--- src/rtl/fetch_pair_pkg.sv ---
// Shared definitions for the dual-issue fetch stage.
//   ADDR_WIDTH            - instruction address width (word addresses)
//   INST_WIDTH            - instruction word width
//   INSTRUCTION_ID_WIDTH  - width of the free-running ID base counter
//   NOP_INSTRUCTION       - encoding presented for bubbles and killed pairs
//   fetch_state_e         - fetch_valid FSM: WARMUP (bubble) / RUN (real pairs)
package fetch_pair_pkg;

    localparam int ADDR_WIDTH           = 8;
    localparam int INST_WIDTH           = 32;
    localparam int INSTRUCTION_ID_WIDTH = 4;

    localparam logic [INST_WIDTH-1:0] NOP_INSTRUCTION = 32'h0000_0013;

    // The encoding doubles as the fetch_valid output bit.
    typedef enum logic {
        WARMUP = 1'b0,
        RUN    = 1'b1
    } fetch_state_e;

endpackage

--- src/rtl/fetch_pair_cycle_counter.sv ---
// Free-running instruction-ID base counter.
//   clk    - clock, rising edge
//   reset  - asynchronous active-high clear
//   enable - advance by one on this edge
//   count  - current value, wraps at 2^WIDTH
module cycle_counter #(
    parameter int WIDTH = 4
) (
    input  logic             clk,
    input  logic             reset,
    input  logic             enable,
    output logic [WIDTH-1:0] count
);

    logic [WIDTH-1:0] count_reg;

    always_ff @(posedge clk or posedge reset) begin
        if (reset) begin
            count_reg <= '0;
        end else if (enable) begin
            count_reg <= count_reg + WIDTH'(1);
        end
    end

    assign count = count_reg;

endmodule

--- src/rtl/fetch_pair.sv ---
// Dual-issue fetch stage. Owns the PC, drives a synchronous instruction
// memory with the base address of the next pair and presents the pair that
// memory returns, together with its base address and an ID-base counter.
//   clk, reset                         - clock / async active-high reset
//   stall                              - global stall: hold presented pair
//   steer_stall                        - steer asks for the same pair again
//   flush, branch_address              - taken-branch redirect
//   imem_addr                          - pair base address to memory
//   imem_data0, imem_data1             - memory data for base and base+1
//   instruction0_out, instruction1_out - pair to steer (NOP when bubble)
//   pc_out                             - address of instruction0_out
//   cycle_count                        - instruction-ID base
//   fetch_valid                        - presented pair is real
module fetch_pair
    import fetch_pair_pkg::*;
#(
    parameter logic [ADDR_WIDTH-1:0] RESET_PC = '0
) (
    input  logic                            clk,
    input  logic                            reset,
    input  logic                            stall,
    input  logic                            steer_stall,
    input  logic                            flush,
    input  logic [ADDR_WIDTH-1:0]           branch_address,
    output logic [ADDR_WIDTH-1:0]           imem_addr,
    input  logic [INST_WIDTH-1:0]           imem_data0,
    input  logic [INST_WIDTH-1:0]           imem_data1,
    output logic [INST_WIDTH-1:0]           instruction0_out,
    output logic [INST_WIDTH-1:0]           instruction1_out,
    output logic [ADDR_WIDTH-1:0]           pc_out,
    output logic [INSTRUCTION_ID_WIDTH-1:0] cycle_count,
    output logic                            fetch_valid
);

    fetch_state_e          state_reg, state_next;
    logic [ADDR_WIDTH-1:0] pc_reg, pc_next;
    logic                  kill_pair;
    logic [INST_WIDTH-1:0] mem_lane [2];
    logic [INST_WIDTH-1:0] out_lane [2];

    // State register; pc_reg reloads every edge so a hold re-reads memory
    // at the same address and the returned data stays stable.
    always_ff @(posedge clk or posedge reset) begin
        if (reset) begin
            state_reg <= WARMUP;
            pc_reg    <= RESET_PC;
        end else begin
            state_reg <= state_next;
            pc_reg    <= pc_next;
        end
    end

    // Next-state / next-PC. Flush beats every hold condition; during WARMUP
    // the PC holds so the first real pair is the one at RESET_PC.
    always_comb begin
        state_next = RUN;
        pc_next    = pc_reg + ADDR_WIDTH'(2);
        if (flush) begin
            pc_next = branch_address;
        end else if ((state_reg == WARMUP) || stall || steer_stall) begin
            pc_next = pc_reg;
        end
    end

    assign imem_addr   = pc_next;
    assign pc_out      = pc_reg;
    assign fetch_valid = (state_reg == RUN);

    // A flushed pair is on the wrong path; it is replaced only in the flush
    // cycle, the FSM itself stays in RUN.
    assign kill_pair   = !fetch_valid || flush;
    assign mem_lane[0] = imem_data0;
    assign mem_lane[1] = imem_data1;

    generate
        for (genvar gi = 0; gi < 2; gi++) begin : g_lane
            assign out_lane[gi] = kill_pair ? NOP_INSTRUCTION : mem_lane[gi];
        end
    endgenerate

    assign instruction0_out = out_lane[0];
    assign instruction1_out = out_lane[1];

    // Counts steer_stall cycles too, so the halves of a split pair differ.
    cycle_counter #(
        .WIDTH (INSTRUCTION_ID_WIDTH)
    ) u_cycle_counter (
        .clk    (clk),
        .reset  (reset),
        .enable (!stall),
        .count  (cycle_count)
    );

endmodule

--- config.mk ---
export PLATFORM = sky130hd
export DESIGN_NAME = fetch_pair
export DESIGN_NICKNAME = d
export VERILOG_FILES = /design/src/rtl/fetch_pair_pkg.sv /design/src/rtl/fetch_pair_cycle_counter.sv /design/src/rtl/fetch_pair.sv
export SDC_FILE = /design/constraint.sdc
export NUM_CORES = 1
export LEC_CHECK = 0
export ABC_AREA = 1
export CORE_MARGIN = 1
export CORE_UTILIZATION = 26
export CTS_BUF_LIST = sky130_fd_sc_hd__clkbuf_8
export CTS_CLUSTER_SIZE = 24
export DETAILED_ROUTE_END_ITERATION = 10
export PLACE_DENSITY = 0.83
export REMOVE_ABC_BUFFERS = 1
export SLEW_MARGIN = 20
export SYNTH_ARGS = -nofsm -noshare
export SYNTH_HDL_FRONTEND = slang
export SYNTH_SLANG_ARGS = --single-unit
--- constraint.sdc ---
create_clock -name clk -period 1.5 [get_ports clk]
set_input_delay 0.3 -clock clk [delete_from_list [all_inputs] [get_ports clk]]
set_output_delay 0.3 -clock clk [all_outputs]
set_load 0.005 [all_outputs]
Word-level counts from Yosys, hierarchy flattened --
Index checks and enable logic that the tools add are counted.
Cells by class: bitwise logic cells 1, shift operators 0, div/mod/pow operators 0, $mul 0, reduce and logical (&&, ||, !) cells 4, equal/unequal tests 0, magnitude comparators 0, mux-type cells 4, add/subtract/negate cells 2
Operator list (count):
- 32-bit 2-to-1 mux | 2
- 8-bit 2-to-1 mux | 2
- 8-bit by 2-bit adder with 8-bit output, second input constant | 1
- 4-bit by 1-bit adder with 4-bit output, second input constant | 1
- 1-bit logical OR | 3
- 1-bit logical NOT | 1
- 1-bit inverter | 1
Word-level totals: register bits after elaboration 13, latch bits 0, memory bits (read-only) 0, memories kept 0, output and inout port bits 85, word-level logic and storage cells 14, memory bits (writable) 0

Longest topological paths before layout --
depth in word-level cells 5, mapped depth 8, gate-level depth less buffers 7

Hierarchy --
A second synthesis with hierarchy kept.
Second synthesis, totals: cells, all modules 220, area, all modules 1209.9 µm²
Modules (own cells, without submodules):
- fetch_pair | instances 1, area an instance 1026.0 µm², seq. area each 225.2 µm², cells each 200
- cycle_counter | instances 1, area an instance 183.9 µm², seq. area each 100.1 µm², cells each 20

Worst setup path before layout --
No wires, ideal clock.
path type reg2out, from reg pc_reg[1], in the netlist pc_out[1], to out imem_addr[7], slack 0.118 ns, data arrival time 1.082 ns, cell stages (with the launch flop) 8, cell sequence dfrtp_1 -> ha_1 -> nand2_1 -> nor2_1 -> nand3_2 -> nand2_1 -> nand3_1 -> nand2_1
Between the ends: word-level cells in the longest chain between the ends 3
RTL lines:
- start, declared | line fetch_pair.sv:36 | logic [ADDR_WIDTH-1:0] pc_reg, pc_next;
- start signal, assigned | line fetch_pair.sv:49 | pc_reg <= pc_next;
- 8-bit by 2-bit adder with 8-bit output | line fetch_pair.sv:57 | pc_next = pc_reg + ADDR_WIDTH'(2);
- 8-bit 2-to-1 mux | line fetch_pair.sv:60 | end else if ((state_reg == WARMUP) || stall || steer_stall) begin
- 8-bit 2-to-1 mux | line fetch_pair.sv:58 | if (flush) begin
- end, declared | line fetch_pair.sv:25 | output logic [ADDR_WIDTH-1:0] imem_addr,
Every way passes these cells.

Final worst setup path --
from reg pc_reg[1], in the netlist pc_out[1], to out imem_addr[5]
The elaborated chain is that of the path after synthesis.

==> run summary <==
cell taking the most area after synthesis = dfrtp_1
most numerous cell in the Yosys netlist = inv_1
DP Worst Slack = -0.749 ns
Placed Cells = 443
row count = 24
clk slew on worst S/H paths = 0.06 ns
Core Box Area = 4410 um2
critical path fanouts, max = 3
Async SR Flop Fraction = 100%
pins over their slew limit = 0
Clock Latency Late Sink = 0.25 ns
Seq. cell area = 325 um2
crit path setup slack, layout = -0.367 ns
Critical Path Start Type = flop
Worst Setup SP = pc_out[1]
Syn. warnings = 0
Die ar. = 4930 um2
Critical Path AT = 1.57 ns
layout cells sized above 1 = 49.5%
Placer Congestion = 0.801
Hold WS = 0.394 ns
Avg Synthesized Cell Area = 5.65 um2
critical path cell sequence = ha_2 -> nand2_2 -> nor2_4 -> buf_6 -> buf_6 -> nand3_1 -> nand3_2 -> nand2_1 -> buf_2
Static Leakage = 2.00 nW
number of synthesized register bits = 13
multi-input logic area = 1010 um2
total power draw = 0.00204 W
clock skew = 0.00220 ns
Crit Path Class = reg -> out
initial antenna violation count = 0
Max Clk Rate = 536 MHz
Peak VDD IR = 0.00108 V
EDFF count, synth = 0
switching share of power = 33.8%
Critical Path Most Common Cell = buf_6
final wirelength = 7.26 mm
Layout fillers = 258
H-tree levels = 1
number of iterations in the first detailed-routing pass = 4
first-pass GRT wire length = 10.3 mm
Power per Cell Area = 551 nW/um2
CP max stage delay = 0.39 ns
Post-synth top cells = inv_1 (67), nor2_1 (63), nand2_1 (28)
Clock Path Buffers = 2
failing checks = setup timing
final hold violations = 0
Clock power frac = 15.7%
Comb power frac = 60.3%
Post-DP HPWL = 4.45 mm
CTS Buf Count = 3
Die W = 70.2 um
hold_buf cts = 0
Final Cell Area = 3710 um2
cell count after synthesis = 214
number of global-route vias before repair = 2033
Slew Limit Headroom = 63.1%
total track usage = 26.5%
Nets = 514
Ant. Diodes = 0
status = finished with violations
Final setup viols = 71
Flop pwr share = 24.0%
Finished Layout Cells = 486
die height = 70.2 um
post-placement cell area = 3020 um2
via count = 2122
clk sink count = 13
largest net degree at the start of global routing = 14
post-route antenna net violation count = 0
grt ovf = 0
switching power total = 0.000692 W
RSZ-0062 raised after global routing = true
CTS tree = yes
final period utilization = 124%
max reg flops = 8
port bufs = 161
CP max stage cell = dfrtp_1
vias per cell = 4.37
Root Driver = clkbuf_8
Required @ worst endpoint = 1.20 ns
minimum clock period = 1.87 ns
Area Growth Syn to Fin = 207%
number of I/O pins = 162
initial detailed-routing violation count = 64
sequential cell area fraction in the yosys report = 26.9%
CP delay by family, top = flip-flops
drt drc = 0
pin slew with the least headroom to its limit = 0.554 ns
Mapped Area = 1210 um2
Yosys cell types = 24
Starting Density = 27.4%
Worst Path Buf+Inv = 3
top_reg_cell synth = dfrtp_1
routed length per instance = 14.9 um
Int Power = 0.00135 W
top-area cell type share of the netlist area = 26.9%
CP Capture Type = output port
top post-synthesis cells by area = dfrtp_1 (27%), inv_1 (21%), nor2_1 (20%)
reg-to-reg startpoint = pc_out[1]
min-delay worst type = in -> async
max cap viols = 0
-- path summary, 6_finish.rpt --
kind                                            end  slack, ns  cells past startpoint
setup / recovery                       imem_addr[5]      -0.37                      9
hold / removal                            pc_out[1]       0.39                      2
setup reg to reg                          pc_out[3]      -0.18                     10
hold reg to reg            u_cycle_counter.count[3]       0.48                      1
max in group asynchronous  u_cycle_counter.count[2]       0.74                      2
min in group clk           u_cycle_counter.count[3]       0.48                      1
-- per-stage QoR --
step / util (%) / setup TNS (ns)
finish: 84.0 / -11.31
floorplan: - / 0
global route: 84.0 / -15.25
CTS: 74.5 / -12.69
detailed placement: 68.5 / -44.84
global placement: 68.5 / -43.92
-- routing by layer --
| metal | vias to the layer above | share of wire [%] | GRT usage (%) |
|---|---|---|---|
| li1 | 1033 | - | - |
| met1 | 973 | 38 | 31.9 |
| met2 | 98 | 52 | 45.6 |
| met3 | 18 | 6.3 | 5.19 |
| met4 | 0 | 3.9 | 11.1 |
| met5 | - | 0 | 0 |
-- timing repair --
| item | 4_1_cts | 5_1_grt |
|---|---|---|
| cloned | 3 | 0 |
| resized for setup | 359 | 108 |
| buffers inserted | 27 | 13 |
| setup endpoints to repair | 78 | 80 |
| pin swaps | 23 | 28 |
-- power groups by stage --
stage | clock network (W) | logic [W] | registers (W)
after global placement | 0 | 0.000881 | 0.000503
after floorplan | 0 | 0.000245 | 0.000512
after global routing | 0.000348 | 0.00131 | 0.000497
after CTS | 0.000325 | 0.000996 | 0.000502
after detailed placement | 0 | 0.000899 | 0.000508
final | 0.000320 | 0.00123 | 0.000491
-- cells in the final DEF (no fill, tap or decap), types with 3 or more instances in the layout --
cell type / netlist / layout
nand2_4: 1 / 3
or2_4: 0 / 4
dlygate4sd2_1: 0 / 8
nand2_2: 0 / 4
a21oi_2: 0 / 3
nand3_1: 5 / 3
inv_1: 67 / 68
nor2_1: 63 / 12
buf_8: 0 / 4
nand3_2: 2 / 4
dfrtp_1: 13 / 13
buf_4: 1 / 26
nor2_2: 1 / 13
buf_2: 5 / 62
buf_6: 2 / 33
nand2_1: 28 / 21
nor2_4: 0 / 39
clkdlybuf4s50_1: 0 / 79
clkbuf_8: 0 / 3
buf_12: 0 / 6
nand4_1: 3 / 3
-- final cells by class --
class / instances / share of cell area (%)
Inverter: 69 / 7.05
Tap cell: 52 / 1.75
Clock buffer: 3 / 1.11
Clock inverter: 1 / 0.101
Timing Repair Buffer: 223 / 53.9
Sequential cell: 13 / 8.77
Multi-Input combinational cell: 125 / 27.3
-- kinds of logic after synthesis --
logic type / after synthesis / synth area share, %
simple gates: 110 / 38.7
buf+inv: 77 / 26.2
flops: 13 / 26.9
compound gates: 7 / 3.00
xor+xnor: 4 / 2.90
fa+ha+maj: 2 / 2.07
other cells: 1 / 0.310
(Power assumes the default switching activity.)
